`src/rtl/pc_seq_unit.sv`:
```
// Fetch-stage program counter: conditional branch evaluation, stall/halt handling, redirect pulse.
// Optional taken/not-taken branch counters are enabled by defining PC_BRANCH_STATS_EN.
module pc_seq_unit #(
  parameter int              PC_W     = 16,
  parameter int              IMM_W    = 9,
  parameter logic [PC_W-1:0] RESET_PC = '0
) (
  input  logic             clk_i,
  input  logic             rst_i,
  input  logic             stall_i,
  input  logic [1:0]       bsig_i,
  input  logic [2:0]       cond_i,
  input  logic [2:0]       flags_i,
  input  logic [IMM_W-1:0] imm_i,
  input  logic [PC_W-1:0]  regsrc_i,
  output logic [PC_W-1:0]  pc_o,
  output logic [PC_W-1:0]  pc_plus2_o,
  output logic             redirect_o,
`ifdef PC_BRANCH_STATS_EN
  output logic [15:0]      br_taken_cnt_o,
  output logic [15:0]      br_ntaken_cnt_o,
`endif
  output logic             halted_o
);

  typedef enum logic {
    ST_RUN    = 1'b0,
    ST_HALTED = 1'b1
  } state_t;

  localparam logic [1:0] BS_SEQ = 2'b00;
  localparam logic [1:0] BS_B   = 2'b01;
  localparam logic [1:0] BS_BR  = 2'b10;
  localparam logic [1:0] BS_HLT = 2'b11;

  state_t          state_q, state_d;
  logic [PC_W-1:0] pc_q, pc_d;
  logic            redirect_q, redirect_d;

  logic            flag_n, flag_v, flag_z;
  logic            truth;
  logic [PC_W-1:0] pc_plus2;
  logic [PC_W-1:0] imm_sx;
  logic [PC_W-1:0] b_target;
  logic [PC_W-1:0] br_target;
  logic            accept;

  assign flag_n = flags_i[2];
  assign flag_v = flags_i[1];
  assign flag_z = flags_i[0];

  always_comb begin
    truth = 1'b0;
    case (cond_i)
      3'b000:  truth = ~flag_z;
      3'b001:  truth = flag_z;
      3'b010:  truth = ~flag_z & ~flag_n;
      3'b011:  truth = flag_n;
      3'b100:  truth = flag_z | (~flag_z & ~flag_n);
      3'b101:  truth = flag_n | flag_z;
      3'b110:  truth = flag_v;
      default: truth = 1'b1;
    endcase
  end

  // Immediate is a signed word offset; shifting by one converts it to bytes.
  assign pc_plus2  = pc_q + PC_W'(2);
  assign imm_sx    = PC_W'($signed(imm_i));
  assign b_target  = pc_plus2 + (imm_sx << 1);
  assign br_target = regsrc_i & ~PC_W'(1);
  assign accept    = (state_q == ST_RUN) && !stall_i;

  always_comb begin
    state_d    = state_q;
    pc_d       = pc_q;
    redirect_d = 1'b0;
    if (accept) begin
      case (bsig_i)
        BS_SEQ: pc_d = pc_plus2;
        BS_B: begin
          pc_d       = truth ? b_target : pc_plus2;
          redirect_d = truth;
        end
        BS_BR: begin
          pc_d       = truth ? br_target : pc_plus2;
          redirect_d = truth;
        end
        BS_HLT:  state_d = ST_HALTED;
        default: state_d = state_q;
      endcase
    end
  end

  always_ff @(posedge clk_i) begin
    if (rst_i) begin
      state_q    <= ST_RUN;
      pc_q       <= RESET_PC;
      redirect_q <= 1'b0;
    end else begin
      state_q    <= state_d;
      pc_q       <= pc_d;
      redirect_q <= redirect_d;
    end
  end

  assign pc_o       = pc_q;
  assign pc_plus2_o = pc_plus2;
  assign redirect_o = redirect_q;
  assign halted_o   = (state_q == ST_HALTED);

`ifdef PC_BRANCH_STATS_EN
  logic        is_branch;
  logic [15:0] tk_cnt_q, tk_cnt_d;
  logic [15:0] nt_cnt_q, nt_cnt_d;

  assign is_branch = accept && ((bsig_i == BS_B) || (bsig_i == BS_BR));

  always_comb begin
    tk_cnt_d = tk_cnt_q;
    nt_cnt_d = nt_cnt_q;
    if (is_branch && truth && (tk_cnt_q != 16'hFFFF))
      tk_cnt_d = tk_cnt_q + 16'd1;
    if (is_branch && !truth && (nt_cnt_q != 16'hFFFF))
      nt_cnt_d = nt_cnt_q + 16'd1;
  end

  always_ff @(posedge clk_i) begin
    if (rst_i) begin
      tk_cnt_q <= 16'd0;
      nt_cnt_q <= 16'd0;
    end else begin
      tk_cnt_q <= tk_cnt_d;
      nt_cnt_q <= nt_cnt_d;
    end
  end

  assign br_taken_cnt_o  = tk_cnt_q;
  assign br_ntaken_cnt_o = nt_cnt_q;
`endif

endmodule

```
`config.mk`:
```
export PLATFORM = sky130hd
export DESIGN_NAME = pc_seq_unit
export DESIGN_NICKNAME = d
export VERILOG_FILES = /design/src/rtl/pc_seq_unit.sv
export SDC_FILE = /design/constraint.sdc
export NUM_CORES = 1
export LEC_CHECK = 0
export CAP_MARGIN = 25
export CORE_UTILIZATION = 47
export CTS_CLUSTER_SIZE = 28
export DETAILED_ROUTE_END_ITERATION = 12
export HOLD_SLACK_MARGIN = 0.12
export PLACE_DENSITY = 0.82
export SYNTH_ARGS = -nofsm -noshare
export SYNTH_HDL_FRONTEND = slang
export SYNTH_SLANG_ARGS = --single-unit
```
`constraint.sdc`:
```
create_clock -name clk_i -period 3.92 [get_ports clk_i]
set_input_delay 0.98 -clock clk_i [delete_from_list [all_inputs] [get_ports clk_i]]
set_output_delay 0.98 -clock clk_i [all_outputs]
set_load 0.05 [all_outputs]
```
==> results.sh, run 1 <==
export IMPL_fin_skew_ns=0.00259
export IMPL_track_usage_pct=29.6
export IMPL_grt_max_degree=20
export IMPL_fin_cells=385
export IMPL_fillers=380
export IMPL_max_slew_margin_pct=50.2
export IMPL_cts_num_sinks=17
export IMPL_place_ws_ns=0.415
export IMPL_wirelength_um=6540
export IMPL_r2r_start="pc_o[3]"
export IMPL_place_gp_congestion=0.945
export IMPL_ys_types=60
export IMPL_wire_per_inst_um=17.0
export IMPL_cap_violations=0
export IMPL_viasPerCell=6.29
export IMPL_synth_top_family_by_area="compound AO/OA/AOI/OAI gates"
export IMPL_reg2reg_to="pc_o[14]"
export IMPL_r2r_slack_ns=0.65
export IMPL_dp_hpwl_um=4830
export IMPL_post_cts_setup_buffers=0
export IMPL_cts_tree="yes"
export IMPL_worstMarginPinSlew_ns=0.745
export IMPL_avgSynthCellArea_um2=7.69
export IMPL_clk_latency_ns=0.26
export IMPL_worst_setup_path_start_kind="flop"
export IMPL_dr_pass1_iters=5
export IMPL_hold_viol=0
export IMPL_layout_nets=393
export IMPL_cts_buffers=3
export IMPL_cts_resized=0
export IMPL_timing_final_ws_setup_ns=0.159
export IMPL_diodes=0
export IMPL_post_place_cells=381
export IMPL_drtIter0Drc=262
export IMPL_min_period_ns=3.76
export IMPL_max_freq_mhz=266
export IMPL_status="completed"
export IMPL_synth_edf_count=0
export IMPL_hold_buffers=0
export IMPL_whs_endpoint="pc_o[1]"
export IMPL_fp_dieW_um=69.0
export IMPL_syn_area_mm2=0.00211
export IMPL_rsz0062_at_grt="no"
export IMPL_setup_viol=0
export IMPL_io_buffers=66
export IMPL_crit_type="reg -> out"
export IMPL_via_count=2421
export IMPL_clkSlewWorstSetupHoldPaths_ns=0.07
export IMPL_synth_compound_area_share_pct=31.3
export IMPL_yosysWarnings=0
export IMPL_start_util_pct=50.9
export IMPL_grt_pass1_vias=2241
export IMPL_fin_crit_sh_pct=95.9
export IMPL_path_max_fanout=6
export IMPL_antenna_found_initial=0
export IMPL_clockBufferDepth=2
export IMPL_reg2reg_depth=10
export IMPL_cts_root_buffer="clkbuf_8"
export IMPL_overflow=0
export IMPL_fp_dieH_um=69.0
export IMPL_powerDensity_mw_per_mm2=265
export IMPL_die_area_mm2=0.00476
export IMPL_synthArstFlopShare_pct=0
export IMPL_synth_seq_area_share_pct=16.1
export IMPL_critPathArrivalTime_ns=2.78
export IMPL_final_util_pct=69.0
export IMPL_antenna_left=0
export IMPL_row_count=23
export IMPL_synth_mux_area_share_pct=3.56
export IMPL_drv_slew=0
export IMPL_grt_pass1_wl_um=10500
export IMPL_leakage_nw=1.14
export IMPL_drc=0
export IMPL_core_area_mm2=0.00414
export IMPL_syn_to_final_growth_pct=35.6
export IMPL_hold_path_startpoint="pc_o[1]"
export IMPL_yosys_area_share_adder_pct=12.8
export IMPL_yosys_register_bits=17
export IMPL_netlist_instances=274
export IMPL_crit_path_end_kind="primary output"
export IMPL_synth_ff_type="dfxtp_1"
export IMPL_synthSimpleGateAreaFrac_pct=21.7
export IMPL_ioPinCount=70
export IMPL_hold_path_class="reg -> reg"
export IMPL_htree_levels=1
export IMPL_drive_above_1_share_pct=5.97
export IMPL_synthXorXnorAreaFrac_pct=8.72
export IMPL_tns_ns=0
export IMPL_peakVddDrop_uv=137
export IMPL_worstPathRequired_ns=2.94
export IMPL_hold_depth=2
export IMPL_p_total_mw=0.759
[cells in the mapped netlist, drive strengths merged (3+ instances only)]
library cell / number / area share, %
o31ai: 5 / 1.8
o21bai: 5 / 1.8
xnor2: 15 / 6.2
clkbuf: 10 / 1.8
nand2: 19 / 3.4
nand4: 5 / 1.5
a21o: 5 / 1.8
o211ai: 3 / 1.1
a22oi: 5 / 1.8
nor3: 9 / 2.7
inv: 11 / 2.0
or3: 6 / 1.8
ha: 20 / 12
and3: 3 / 0.89
mux2: 4 / 2.1
a311oi: 4 / 2.5
dfxtp: 17 / 16
xor2: 6 / 2.5
nor4: 4 / 1.2
a21oi: 14 / 3.3
mux2i: 3 / 1.4
o21ai: 17 / 4.0
buf: 5 / 1.7
a221oi: 5 / 2.1
a211oi: 6 / 2.1
nand3: 14 / 3.3
nor2: 19 / 3.4
a31oi: 5 / 1.5
[metal layers]
metal	track usage, %	up-vias	wire [µm]
met5	0	-	0
met4	11.2	0	95
met3	3.78	9	498
met2	50.8	116	3150
met1	37.3	1134	2800
li1	-	1162	-
[critical path, cell delays in order, from the launching register on]
cell and delay [ns]:
dfxtp_1 0.38, ha_1 0.31, nand3_1 0.17, or2_2 0.39, nor2_1 0.13, xor2_1 0.27
clkdlybuf4s50_1 0.86
[cell type report]
cell class / count / area (µm²) / share of cell area (%)
clock buffers: 4 / 45.0 / 1.58
well taps: 50 / 62.6 / 2.19
multi-input cells: 232 / 1670 / 58.4
inverters: 11 / 41.3 / 1.44
flip-flops and latches: 17 / 340 / 11.9
repair buffers: 71 / 701 / 24.5
[logic make-up after synthesis]
family,count (synthesis)
adders and majority gates,21
DFF,17
AOI/OAI and AO/OA,92
buffers and inverters,26
muxes,7
other,1
xor gates and xnor gates,21
and+or+nand+nor,89
[stage by stage]
stage	hold WS, ns	instance area, µm²
floorplan	0.746	2120
global placement	0.508	2810
detailed placement	0.520	2810
CTS	0.533	2850
global route	0.567	2860
finish	0.541	2860
[cells in the final DEF (no fill, tap or decap), types with 3 or more instances in the layout]
master | netlist | routed
clkbuf_8 | 0 | 3
mux2_2 | 3 | 3
clkdlybuf4s50_1 | 0 | 65
inv_1 | 11 | 11
nand4_1 | 5 | 5
o21ai_0 | 17 | 17
o21bai_1 | 5 | 5
a21oi_1 | 14 | 14
o211ai_1 | 3 | 3
nor2_1 | 19 | 19
nor4_1 | 4 | 3
a21o_1 | 5 | 5
nand3_1 | 14 | 14
xor2_1 | 6 | 6
dfxtp_1 | 17 | 17
and3_1 | 3 | 3
o31ai_1 | 5 | 5
or3_1 | 6 | 6
a31oi_1 | 5 | 5
nor3_1 | 8 | 8
a221oi_1 | 5 | 5
mux2i_1 | 3 | 3
a22oi_1 | 5 | 5
a311oi_1 | 3 | 3
a211oi_1 | 6 | 6
ha_1 | 20 | 20
buf_4 | 2 | 5
nand2_1 | 19 | 19
xnor2_1 | 15 | 14
[power by group]
part	internal, mW	switching (mW)	leakage [nW]
registers	0.185	0.0179	0.139
logic	0.168	0.247	0.975
clock network	0.0724	0.0683	0.0228
[state kept, by name (all words and copies together), names as in the netlist]
register and flops:
halted_o 1, pc_o 15, redirect_o 1
[how the worst max path moves through the flow]
stage,from,end,slack [ns],cells after the start
3_5_place_dp,pc_o[1],pc_plus2_o[15],0.42,5
5_1_grt,pc_o[1],pc_plus2_o[11],0.03,6
2_1_floorplan,pc_o[1],pc_o[14],-0.002,13
4_1_cts,pc_o[1],pc_plus2_o[15],0.11,5
6_report,pc_o[1],pc_plus2_o[11],0.16,6
3_3_place_gp,pc_o[1],pc_plus2_o[13],0.45,6
Power figures use the tool's default switching activity.
==> run 2: changes to the inputs <==
--- a/config.mk
+++ b/config.mk
@@ -6,11 +6,13 @@
 export NUM_CORES = 1
 export LEC_CHECK = 0
 export CAP_MARGIN = 25
+export CORE_ASPECT_RATIO = 1.25
 export CORE_UTILIZATION = 47
 export CTS_CLUSTER_SIZE = 28
 export DETAILED_ROUTE_END_ITERATION = 12
 export HOLD_SLACK_MARGIN = 0.12
 export PLACE_DENSITY = 0.82
+export SETUP_SLACK_MARGIN = 0.02
 export SYNTH_ARGS = -nofsm -noshare
 export SYNTH_HDL_FRONTEND = slang
 export SYNTH_SLANG_ARGS = --single-unit
==> run 2 against run 1 <==
Against the previous run:
- register-to-register slack better by 0.08 ns
- via count shrank 1.9%
- largest cell class unchanged
- clock power fell by 3%
- combinational power about the same
- clock-buffer cell count stayed put
- first-iteration DRC count fell by 35%
- non-clock buffer count up 2
- fmax is 4.2% higher
- final cell count up 2.1%
- global-route usage decreased by 2.9 points
- hold slack got worse by 0.030 ns
- core utilization shrank 0.54 points
==> results.sh, run 2 (synthesis gave the netlist of run 1 again) <==
export IMPL_diodes=0
export IMPL_place_ws_ns=0.383
export IMPL_viasPerCell=6.04
export IMPL_drive_above_1_share_pct=6.23
export IMPL_drv_slew=0
export IMPL_worstMarginPinSlew_ns=0.746
export IMPL_overflow=0
export IMPL_post_cts_setup_buffers=0
export IMPL_cap_violations=0
export IMPL_wirelength_um=6190
export IMPL_fin_crit_sh_pct=92.1
export IMPL_largest_register_ffs=15
export IMPL_max_freq_mhz=277
export IMPL_layout_common_cells="clkdlybuf4s50_1 (66), ha_1 (20), nor2_1 (19), nand2_1 (19)"
export IMPL_grt_max_degree=20
export IMPL_path_max_fanout=5
export IMPL_fin_skew_ns=0.00362
export IMPL_htree_levels=1
export IMPL_clockBufferDepth=2
export IMPL_dr_pass1_iters=5
export IMPL_crit_type="reg -> out"
export IMPL_start_util_pct=50.2
export IMPL_cts_root_buffer="clkbuf_8"
export IMPL_grt_pass1_vias=2152
export IMPL_min_period_ns=3.61
export IMPL_via_count=2375
export IMPL_core_area_mm2=0.00420
export IMPL_dp_hpwl_um=4760
export IMPL_timing_final_ws_setup_ns=0.310
export IMPL_fin_cells=393
export IMPL_dpl_cell_area_mm2=0.00283
export IMPL_rsz0062_at_grt="no"
export IMPL_syn_to_final_growth_pct=36.3
export IMPL_clkSlewWorstSetupHoldPaths_ns=0.07
export IMPL_clk_latency_ns=0.25
export IMPL_antenna_left=0
export IMPL_hold_viol=0
export IMPL_fp_dieH_um=76.9
export IMPL_fin_area_mm2=0.00287
export IMPL_setup_viol=0
export IMPL_powerDensity_mw_per_mm2=263
export IMPL_cts_buffers=3
export IMPL_peakVddDrop_uv=144
export IMPL_worst_setup_path_start_kind="flop"
export IMPL_post_place_cells=389
export IMPL_track_usage_pct=26.7
export IMPL_drc=0
export IMPL_max_slew_margin_pct=50.1
export IMPL_grt_pass1_wl_um=9950
export IMPL_hold_path_class="reg -> reg"
export IMPL_row_count=26
export IMPL_antenna_found_initial=0
export IMPL_cts_resized=0
export IMPL_wire_per_inst_um=15.7
export IMPL_crit_path_end_kind="primary output"
export IMPL_layout_nets=395
export IMPL_ioPinCount=70
export IMPL_layout_cells_most_common="clkdlybuf4s50_1"
export IMPL_cts_num_sinks=17
export IMPL_place_gp_congestion=0.918
export IMPL_fp_dieW_um=61.9
export IMPL_p_total_mw=0.755
export IMPL_io_buffers=66
export IMPL_critPathArrivalTime_ns=2.63
export IMPL_die_area_mm2=0.00476
export IMPL_hold_buffers=0
export IMPL_status="completed"
export IMPL_drtIter0Drc=171
export IMPL_cts_tree="yes"
export IMPL_leakage_nw=1.13
export IMPL_worstPathRequired_ns=2.94
==> run 2: path summary, 6_finish.rpt <==
| check | from | to | slack [ns] | cells after the start |
|---|---|---|---|---|
| max | pc_o[1] | pc_plus2_o[15] | 0.31 | 5 |
| min | halted_o | redirect_o | 0.51 | 1 |
| max reg2reg | pc_o[3] | pc_o[14] | 0.73 | 10 |
| min reg2reg | halted_o | redirect_o | 0.51 | 1 |
==> run 2: cell type report <==
cell class,instances,area [µm²]
Multi-Input combinational cell,232,1660
Fill cell,357,1320
Timing Repair Buffer,73,713
Sequential cell,17,340
Tap cell,56,70.1
Clock buffer,4,45.0
Inverter,11,41.3
==> run 2: worst max-delay path, stage by stage (launching register included) <==
cell             delay (ns)
dfxtp_1                0.40
ha_1                   0.20
nand3_1                0.11
nor4_1                 0.54
xor2_1                 0.29
clkdlybuf4s50_1        0.85
==> run 2: layer usage <==
layer,vias to the layer above,global-route usage [%],wire (µm),part of all wire [%]
met2,101,47.1,3160,51
met3,6,3.37,463,7.5
met5,-,0,0,0
met4,0,4.00,31,0.50
li1,1167,-,-,-
met1,1101,34.0,2540,41
==> run 2: power breakdown <==
| part | internal (mW) | total, mW | switching (mW) |
|---|---|---|---|
| Combinational | 0.169 | 0.415 | 0.246 |
| Sequential | 0.185 | 0.203 | 0.0181 |
| Clock | 0.0722 | 0.137 | 0.0653 |
| Total | 0.426 | 0.755 | 0.329 |
==> run 2: metrics by stage <==
stage                     utilization (%)  hold WS, ns  setup TNS (ns)
after floorplan                         -        0.746        -0.00178
after global placement               67.4        0.495               0
after detailed placement             67.4        0.505               0
after CTS                            68.5        0.517               0
after global routing                 68.5        0.560               0
final                                68.5        0.512               0
==> run 3: changes to the inputs <==
--- a/config.mk
+++ b/config.mk
@@ -11,7 +11,7 @@
 export CTS_CLUSTER_SIZE = 28
 export DETAILED_ROUTE_END_ITERATION = 12
 export HOLD_SLACK_MARGIN = 0.12
-export PLACE_DENSITY = 0.82
+export PLACE_DENSITY_LB_ADDON = 0.12
 export SETUP_SLACK_MARGIN = 0.02
 export SYNTH_ARGS = -nofsm -noshare
 export SYNTH_HDL_FRONTEND = slang
==> run 3 against run 2 <==
Against the previous run:
- via count shrank 1.2%
- core utilization grew 0.089 points
- clock power up 3%
- highest routed layer unchanged
- sequential share of layout area barely moved
- clock-buffer cell count decreased by 1
- combinational power down 1%
- die area unchanged
- sequential power about the same
==> results.sh, run 3 (synthesis gave the netlist of run 1 again) <==
export IMPL_status="completed"
export IMPL_dr_pass1_iters=4
export IMPL_wirelength_um=6130
export IMPL_drtIter0Drc=150
export IMPL_r2r_slack_ns=0.72
export IMPL_max_freq_mhz=268
export IMPL_cts_resized=0
export IMPL_drv_slew=0
export IMPL_row_count=26
export IMPL_crit_path_end_kind="primary output"
export IMPL_clockBufferDepth=2
export IMPL_layout_cells_most_common="clkdlybuf4s50_1"
export IMPL_min_period_ns=3.73
export IMPL_worstMarginPinSlew_ns=0.739
export IMPL_diodes=0
export IMPL_peakVddDrop_uv=150
export IMPL_hold_depth=1
export IMPL_setup_viol=0
export IMPL_hold_viol=0
export IMPL_io_buffers=66
export IMPL_reg2reg_depth=10
export IMPL_layout_nets=395
export IMPL_wire_per_inst_um=15.6
export IMPL_drc=0
export IMPL_cts_buffers=3
export IMPL_post_place_cells=389
export IMPL_path_max_fanout=6
export IMPL_worst_setup_path_start_kind="flop"
export IMPL_fin_cells=393
export IMPL_grt_pass1_wl_um=9780
export IMPL_p_total_mw=0.754
export IMPL_syn_to_final_growth_pct=36.4
export IMPL_track_usage_pct=26.9
export IMPL_cts_tree="yes"
export IMPL_grt_max_degree=20
export IMPL_hold_path_class="reg -> reg"
export IMPL_fp_dieW_um=61.9
export IMPL_hold_buffers=0
export IMPL_whs_endpoint="redirect_o"
export IMPL_viasPerCell=5.97
export IMPL_post_cts_setup_buffers=0
export IMPL_antenna_found_initial=0
export IMPL_antenna_left=0
export IMPL_clkSlewWorstSetupHoldPaths_ns=0.08
export IMPL_core_area_mm2=0.00420
export IMPL_cts_root_buffer="clkbuf_8"
export IMPL_powerDensity_mw_per_mm2=262
export IMPL_overflow=0
export IMPL_r2r_start="pc_o[3]"
export IMPL_fp_dieH_um=76.9
export IMPL_via_count=2347
export IMPL_fin_crit_sh_pct=95.2
export IMPL_clk_latency_ns=0.26
export IMPL_cts_num_sinks=17
export IMPL_largest_register_ffs=15
export IMPL_reg2reg_to="pc_o[14]"
export IMPL_dp_hpwl_um=4700
export IMPL_hold_path_startpoint="halted_o"
export IMPL_layout_common_cells="clkdlybuf4s50_1 (65), ha_1 (20), nor2_1 (19), nand2_1 (19)"
export IMPL_place_gp_congestion=0.861
export IMPL_fillers=364
export IMPL_critPathArrivalTime_ns=2.75
export IMPL_cp_startpoint="pc_o[1]"
export IMPL_rsz0062_at_grt="no"
export IMPL_die_area_mm2=0.00476
export IMPL_crit_type="reg -> out"
export IMPL_grt_pass1_vias=2173
export IMPL_cap_violations=0
export IMPL_start_util_pct=50.2
export IMPL_htree_levels=1
export IMPL_fin_skew_ns=0.00161
export IMPL_drive_above_1_share_pct=6.53
export IMPL_worstPathRequired_ns=2.94
export IMPL_tns_ns=0
export IMPL_ioPinCount=70
export IMPL_max_slew_margin_pct=50.6
export IMPL_leakage_nw=1.15
-- run 3: changes by cell type in the layout (fill, tap and decap cells not counted) --
cell,delta
dlymetal6s2s_1,+1
clkinv_2,+1
clkbuf_1,-1
clkdlybuf4s50_1,-1
-- run 3: stage by stage --
step                      util [%]  cell area (µm²)  hold slack (ns)  setup slack (ns)
final                         68.5             2880            0.521             0.190
after global routing          68.5             2880            0.570            0.0311
after CTS                     68.5             2870            0.526             0.191
after detailed placement      67.4             2830            0.515             0.371
after global placement        67.4             2830            0.497             0.361
after floorplan                  -             2120            0.746          -0.00178
-- run 3: routing by layer --
layer,GRT usage [%],vias to the layer above,routed length (µm)
met5,0,-,0
met4,8.67,0,68
met3,2.87,5,303
met2,45.7,80,3100
met1,34.1,1092,2650
li1,-,1170,-
-- run 3: worst max path at each step --
stage | to | slack, ns | cells past startpoint
4_1_cts | pc_plus2_o[11] | 0.19 | 6
3_3_place_gp | pc_o[15] | 0.36 | 10
3_5_place_dp | pc_o[15] | 0.37 | 10
6_report | pc_plus2_o[13] | 0.19 | 6
5_1_grt | pc_plus2_o[11] | 0.03 | 6
2_1_floorplan | pc_o[14] | -0.002 | 13
-- run 3: report_power, final --
| group | internal [mW] | switching [mW] | total [mW] |
|---|---|---|---|
| Clock | 0.0709 | 0.0706 | 0.141 |
| Sequential | 0.185 | 0.0173 | 0.202 |
| Combinational | 0.167 | 0.243 | 0.411 |
-- run 3: layout make-up --
cell class	instances	area [µm²]	share of cell area, %
sequential	17	340	11.8
timing repair buffer	73	716	24.9
clock inverter	1	5.00	0.174
multi-input combinational	232	1660	57.8
inverter	11	41.3	1.44
clock buffer	3	41.3	1.44
tap	56	70.1	2.44
-- run 3: worst max-delay path: stages (launching register included) --
cell and delay [ns]:
dfxtp_1 0.40, ha_1 0.32, nand3_1 0.14, or2_2 0.36, nor2_1 0.15, xor2_1 0.26, clkdlybuf4s50_1 0.85
